### src/rtl/bfn_train_unit.sv
// bfn_train_unit: in-order training stage for the perceptron predictor.
// Predictions queue in a FIFO; the oldest resolves, optionally trains, and the
// saturated row is handed back to the weight table over a valid/ready port.

// One weight lane: step toward the outcome, holding at the [-4,+3] rails.
module bfn_wupd (
  input  logic [2:0] w_i,
  input  logic       up_i,
  output logic [2:0] w_o
);
  // Saturating +/-1 step.
  always_comb begin
    w_o = w_i;
    if (up_i && (w_i != 3'b011))       w_o = w_i + 3'd1;
    else if (!up_i && (w_i != 3'b100)) w_o = w_i - 3'd1;
  end
endmodule

module bfn_train_unit #(
  parameter int DEPTH = 8,
  parameter int IDX_W = 10,
  parameter int THETA = 20
) (
  input  logic             clk,
  input  logic             rst_n,
  input  logic             pred_valid,
  output logic             pred_ready,
  input  logic [IDX_W-1:0] pred_idx,
  input  logic [8:0]       pred_total,
  input  logic [47:0]      pred_conv_w,
  input  logic [143:0]     pred_rs_w,
  input  logic [1:0]       pred_bias,
  input  logic [15:0]      pred_conv_hist,
  input  logic [47:0]      pred_rs_hist,
  output logic             pred_taken,
  input  logic             res_valid,
  input  logic             res_taken,
  output logic             res_ready,
  input  logic             flush,
  output logic             wb_valid,
  input  logic             wb_ready,
  output logic [IDX_W-1:0] wb_idx,
  output logic [47:0]      wb_conv_w,
  output logic [143:0]     wb_rs_w,
  output logic [1:0]       wb_bias,
  output logic [$clog2(DEPTH):0] occupancy,
  output logic [15:0]      cnt_mispred,
  output logic [15:0]      cnt_train
);
  localparam int PW = $clog2(DEPTH);
  localparam int CW = PW + 1;
  localparam int NW = 64;  // 16 conv lanes then 48 rs lanes

  typedef struct packed {
    logic [IDX_W-1:0] idx;
    logic [8:0]       total;
    logic [191:0]     w;     // {rs_w, conv_w}
    logic [1:0]       bias;
    logic [63:0]      hist;  // {rs_hist, conv_hist}
  } ent_t;

  typedef enum logic [1:0] {IDLE, CALC, WB} state_t;

  ent_t             mem_q [DEPTH];
  ent_t             head;
  state_t           state_q, state_d;
  logic [PW-1:0]    head_q, head_d, tail_q, tail_d;
  logic [CW-1:0]    count_q, count_d;
  logic [15:0]      cnt_mispred_q, cnt_mispred_d, cnt_train_q, cnt_train_d;
  logic [IDX_W-1:0] hold_idx_q, hold_idx_d, wb_idx_q, wb_idx_d;
  logic [191:0]     hold_w_q, hold_w_d, wb_w_q, wb_w_d, upd_w;
  logic [63:0]      hold_h_q, hold_h_d;
  logic [1:0]       hold_bias_q, hold_bias_d, wb_bias_q, wb_bias_d, upd_bias;
  logic             hold_taken_q, hold_taken_d, wb_valid_q, wb_valid_d;
  logic             push, pop, mis, train;
  logic [9:0]       tot_x, mag;

  assign pred_ready  = (count_q < CW'(DEPTH));
  assign res_ready   = (state_q == IDLE) && (count_q != '0);
  assign pred_taken  = ~pred_total[8];
  assign occupancy   = count_q;
  assign cnt_mispred = cnt_mispred_q;
  assign cnt_train   = cnt_train_q;
  assign wb_valid    = wb_valid_q;
  assign wb_idx      = wb_idx_q;
  assign wb_conv_w   = wb_w_q[47:0];
  assign wb_rs_w     = wb_w_q[191:48];
  assign wb_bias     = wb_bias_q;

  // Per-lane weight update from the held row.
  for (genvar g = 0; g < NW; g++) begin : g_lane
    bfn_wupd u_wupd (
      .w_i  (hold_w_q[3*g +: 3]),
      .up_i (hold_h_q[g] == hold_taken_q),
      .w_o  (upd_w[3*g +: 3])
    );
  end

  // Bias steps toward the outcome, saturating to [-2,+1].
  always_comb begin
    upd_bias = hold_bias_q;
    if (hold_taken_q && (hold_bias_q != 2'b01))       upd_bias = hold_bias_q + 2'd1;
    else if (!hold_taken_q && (hold_bias_q != 2'b10)) upd_bias = hold_bias_q - 2'd1;
  end

  // FIFO bookkeeping, train decision and resolve/write-back sequencing.
  always_comb begin
    head    = mem_q[head_q];
    push    = pred_valid && pred_ready && !flush;
    pop     = res_valid && res_ready && !flush;
    tot_x   = {head.total[8], head.total};
    mag     = head.total[8] ? (10'd0 - tot_x) : tot_x;
    mis     = (~head.total[8]) != res_taken;
    train   = mis || (mag <= 10'(THETA));

    state_d       = state_q;
    head_d        = head_q;
    tail_d        = tail_q;
    count_d       = count_q + CW'(push) - CW'(pop);
    cnt_mispred_d = cnt_mispred_q;
    cnt_train_d   = cnt_train_q;
    hold_idx_d    = hold_idx_q;
    hold_w_d      = hold_w_q;
    hold_h_d      = hold_h_q;
    hold_bias_d   = hold_bias_q;
    hold_taken_d  = hold_taken_q;
    wb_valid_d    = wb_valid_q;
    wb_idx_d      = wb_idx_q;
    wb_w_d        = wb_w_q;
    wb_bias_d     = wb_bias_q;

    if (push) tail_d = tail_q + PW'(1);
    if (pop)  head_d = head_q + PW'(1);
    // Flush empties the queue but leaves an already-resolved update alone.
    if (flush) begin
      head_d  = '0;
      tail_d  = '0;
      count_d = '0;
    end

    case (state_q)
      IDLE: if (pop) begin
        if (mis) cnt_mispred_d = cnt_mispred_q + 16'd1;
        if (train) begin
          cnt_train_d  = cnt_train_q + 16'd1;
          hold_idx_d   = head.idx;
          hold_w_d     = head.w;
          hold_h_d     = head.hist;
          hold_bias_d  = head.bias;
          hold_taken_d = res_taken;
          state_d      = CALC;
        end
      end
      CALC: begin
        wb_valid_d = 1'b1;
        wb_idx_d   = hold_idx_q;
        wb_w_d     = upd_w;
        wb_bias_d  = upd_bias;
        state_d    = WB;
      end
      WB: if (wb_ready) begin
        wb_valid_d = 1'b0;
        state_d    = IDLE;
      end
      default: state_d = IDLE;
    endcase
  end

  // Entry storage; contents are only meaningful between tail and head.
  always_ff @(posedge clk) begin
    if (push) mem_q[tail_q] <= '{idx: pred_idx, total: pred_total,
                                 w: {pred_rs_w, pred_conv_w}, bias: pred_bias,
                                 hist: {pred_rs_hist, pred_conv_hist}};
  end

  // Control and output state.
  always_ff @(posedge clk or negedge rst_n) begin
    if (!rst_n) begin
      state_q       <= IDLE;
      head_q        <= '0;
      tail_q        <= '0;
      count_q       <= '0;
      cnt_mispred_q <= '0;
      cnt_train_q   <= '0;
      hold_idx_q    <= '0;
      hold_w_q      <= '0;
      hold_h_q      <= '0;
      hold_bias_q   <= '0;
      hold_taken_q  <= 1'b0;
      wb_valid_q    <= 1'b0;
      wb_idx_q      <= '0;
      wb_w_q        <= '0;
      wb_bias_q     <= '0;
    end else begin
      state_q       <= state_d;
      head_q        <= head_d;
      tail_q        <= tail_d;
      count_q       <= count_d;
      cnt_mispred_q <= cnt_mispred_d;
      cnt_train_q   <= cnt_train_d;
      hold_idx_q    <= hold_idx_d;
      hold_w_q      <= hold_w_d;
      hold_h_q      <= hold_h_d;
      hold_bias_q   <= hold_bias_d;
      hold_taken_q  <= hold_taken_d;
      wb_valid_q    <= wb_valid_d;
      wb_idx_q      <= wb_idx_d;
      wb_w_q        <= wb_w_d;
      wb_bias_q     <= wb_bias_d;
    end
  end
endmodule

### config.mk
export PLATFORM = sky130hd
export DESIGN_NAME = bfn_train_unit
export DESIGN_NICKNAME = d
export VERILOG_FILES = /design/src/rtl/bfn_train_unit.sv
export SDC_FILE = /design/constraint.sdc
export NUM_CORES = 2
export LEC_CHECK = 0
export CORE_MARGIN = 3
export CORE_UTILIZATION = 30
export DETAILED_ROUTE_END_ITERATION = 8
export PLACE_DENSITY = 0.51
export SLEW_MARGIN = 25
export SYNTH_ARGS = -nofsm -noshare
export SYNTH_HDL_FRONTEND = slang
export SYNTH_SLANG_ARGS = --single-unit
### constraint.sdc
create_clock -name clk -period 25.8 [get_ports clk]
set_input_delay 5.16 -clock clk [delete_from_list [all_inputs] [get_ports clk]]
set_output_delay 5.16 -clock clk [all_outputs]
set_load 0.005 [all_outputs]
==> results.sh <==
export IMPL_wirelength_met1_um=116200
export IMPL_cts_sinks=2734
export IMPL_topRoutingLayerUsed="met5"
export IMPL_cp_common_cell="clkdlybuf4s50_1"
export IMPL_dr_wl_met2_um=141500
export IMPL_num_rows=223
export IMPL_grt_pass1_vias=61030
export IMPL_vdd_drop_max_mv=0.05766
export IMPL_yosys_warnings=0
export IMPL_synth_edf_count=2216
export IMPL_ys_ff_latch=2734
export IMPL_antenna_found_initial=91
export IMPL_cts_hold_fix_buffers=0
export IMPL_io_pins=528
export IMPL_worstSkewPairLatency_ps=910
export IMPL_num_vias=57610
export IMPL_cts_setup_buffers=0
export IMPL_crit_path_end_kind="primary output"
export IMPL_drive_gt1_frac=0.1734
export IMPL_synth_area_per_cell_um2=18.07
export IMPL_max_stage_delay_ps=570
export IMPL_first_pass_iters=6
export IMPL_drv_slew=0
export IMPL_initial_utilization=0.3021
export IMPL_maxCapViolCount=0
export IMPL_die_height_um=616.3
export IMPL_place_ws_ps=14270
export IMPL_wirelength_um=276400
export IMPL_met3_length_um=11420
export IMPL_nNetsFinal=7424
export IMPL_p_per_area_nw_per_um2=100.9
export IMPL_hold_viol=0
export IMPL_cpMaxStageDelayCell="clkdlybuf4s50_1"
export IMPL_wire_per_inst_um=22.83
export IMPL_ys_seq_area_frac=0.7114
export IMPL_grt_max_degree=126
export IMPL_clkTransAtPathRegs_ps=60
export IMPL_startpoint_type="input pin"
export IMPL_fin_area_um2=133400
export IMPL_cellLeakagePower_nw=44.73
export IMPL_setup_viol=0
export IMPL_grt_util_all_layers=0.1430
export IMPL_h_tree_depth=5
export IMPL_io_buffer_count=527
export IMPL_cts_resized=0
export IMPL_synthCells=6185
export IMPL_worstPathArrival_ps=6350
export IMPL_hold_path_class="reg -> reg"
export IMPL_numCtsBuffers=306
export IMPL_gr_total_overflow=0
export IMPL_finClkSkew_ps=60.17
export IMPL_ant_nets=0
export IMPL_cp_required_ps=20640
export IMPL_finalWorstSetupSlack_ps=14290
export IMPL_drt_iter0_drc=3592
export IMPL_clock_tree_buffer_depth=4
export IMPL_fmax_ghz=0.08692
export IMPL_die_area_um2=379900
export IMPL_critical_path_max_fanout=9
export IMPL_place_gp_congestion=0.7710
export IMPL_timing_slew_headroom=0.2660
export IMPL_crit_chain="clkdlybuf4s50_1 -> inv_1 -> clkdlybuf4s50_1"
export IMPL_status="finished, final reports clean"
export IMPL_syn_num_nets=6738
export IMPL_rsz0062_at_grt="false"
export IMPL_routed_via_density=4.758
export IMPL_critPathKind="in -> out"
export IMPL_hpwlAfterDp_um=168300
export IMPL_synthArstFlopShare=0.1895
export IMPL_layout_min_cycle_time_ps=11510
export IMPL_fp_dieW_um=616.3
export IMPL_synth_cell_types=57
export IMPL_place_area_um2=123100
export IMPL_core_area_um2=370000
export IMPL_drc=0
export IMPL_worstMarginPinSlew_ps=1101
export IMPL_synthToLayoutAreaGrowth_pct=19.37
export IMPL_cts_tree="yes"
export IMPL_netlist_area_um2=111800
export IMPL_fin_crit_sh=0.4459
export IMPL_finalSetupTns_ps=0
export IMPL_cts_root_buf="clkbuf_16"
export IMPL_ys_flop_type="edfxtp_1"
export IMPL_final_core_util=0.3606
export IMPL_grt_first_pass_wirelength_um=411200
-- path summary, 6_finish.rpt --
check,cells past startpoint,slack (ps),start,endpoint
worst max-delay path,3,14290,pred_total[8],pred_taken
worst min-delay path,2,470,wb_w_q[90],wb_w_q[90]
worst max register to register,9,18830,head_q[0],hold_h_q[50]
worst min register to register,2,470,wb_w_q[90],wb_w_q[90]
max in group asynchronous,4,18500,rst_n,hold_w_q[97]
min in group asynchronous,1,4390,rst_n,wb_w_q[186]
-- power breakdown --
part           internal [mW]  switching (mW)
sequential              5.23           0.350
clock                   2.57            1.81
combinational           1.58            1.93
-- kinds of logic (layout without fill, tap and decap cells) --
| group | count (synthesis) | count (layout) | synth area share |
|---|---|---|---|
| adders and majority gates | 269 | 269 | 0.03018 |
| other | 0 | 33 | 0 |
| muxes | 1131 | 1131 | 0.1651 |
| buffers and inverters | 464 | 1403 | 0.01714 |
| DFF | 2734 | 2734 | 0.7114 |
| xor gates and xnor gates | 217 | 217 | 0.01701 |
| AOI/OAI and AO/OA | 592 | 592 | 0.02952 |
| and+or+nand+nor | 778 | 778 | 0.02959 |
-- sequential cells by signal, indices dropped and copies added, names as in the netlist --
signal,count
cnt_mispred,16
cnt_train,16
head_q,3
hold_bias_q,2
hold_h_q,64
hold_idx_q,10
hold_taken_q,1
hold_w_q,192
mem_q,2216
occupancy,4
state_q,2
tail_q,3
wb_bias,2
wb_idx,10
wb_valid,1
wb_w_q,192
-- per-stage QoR --
step           hold slack, ps  cells  power, mW
2_1_floorplan           452.7   6185      7.926
3_3_place_gp            460.4  11510      9.125
3_5_place_dp            464.6  11510      9.249
4_1_cts                 476.5  12070      13.70
5_1_grt                 487.3  12090      14.24
6_report                473.3  12110      13.46
-- cells in the mapped netlist (22+ instances only) --
library cell,instances,share of area
edfxtp_1,2216,0.60
mux4_2,551,0.11
dfrtp_1,518,0.12
mux2i_1,404,0.036
nand2_1,368,0.012
o21ai_0,291,0.013
ha_1,268,0.030
inv_1,218,0.0073
nor2_1,207,0.0070
a21oi_1,190,0.0085
xnor2_1,144,0.011
mux2_2,134,0.014
clkbuf_1,119,0.0040
nor3_1,100,0.0045
xor2_1,73,0.0057
buf_1,71,0.0024
mux2_1,38,0.0038
a31oi_1,34,0.0019
buf_2,34,0.0015
nand3_1,29,0.0013
a221o_1,22,0.0020
-- placed cells by master, fill, tap and decap left out, drive strengths merged, types with 172 or more instances in the layout --
cell type and count:
nor2 209, ha 268, clkbuf 426, o21ai 291, dfrtp 518, mux4 551, mux2i 408, mux2 172
a21oi 190, nand2 368, edfxtp 2216, inv 234, clkdlybuf4s50 526
-- per-layer routing --
| metal | up-vias | GRT usage |
|---|---|---|
| met5 | - | 0 |
| met4 | 30 | 0.03945 |
| met3 | 474 | 0.02475 |
| met2 | 1140 | 0.2509 |
| met1 | 30450 | 0.1812 |
| li1 | 25510 | - |
-- critical path: cells and delay by family --
family                 cells  cell delay [ps]
buffers and inverters      3             1180
-- area by class of cell --
| class | instances | area, µm² |
|---|---|---|
| Inverter | 218 | 818.3 |
| Fill cell | 34650 | 236600 |
| Timing Repair Buffer | 624 | 6188 |
| Multi-Input combinational cell | 2987 | 30420 |
| Sequential cell | 2734 | 79520 |
| Clock buffer | 426 | 8379 |
| Antenna cell | 33 | 82.58 |
| Tap cell | 4950 | 6193 |
| Clock inverter | 135 | 1795 |
Power figures use the tool's default switching activity.
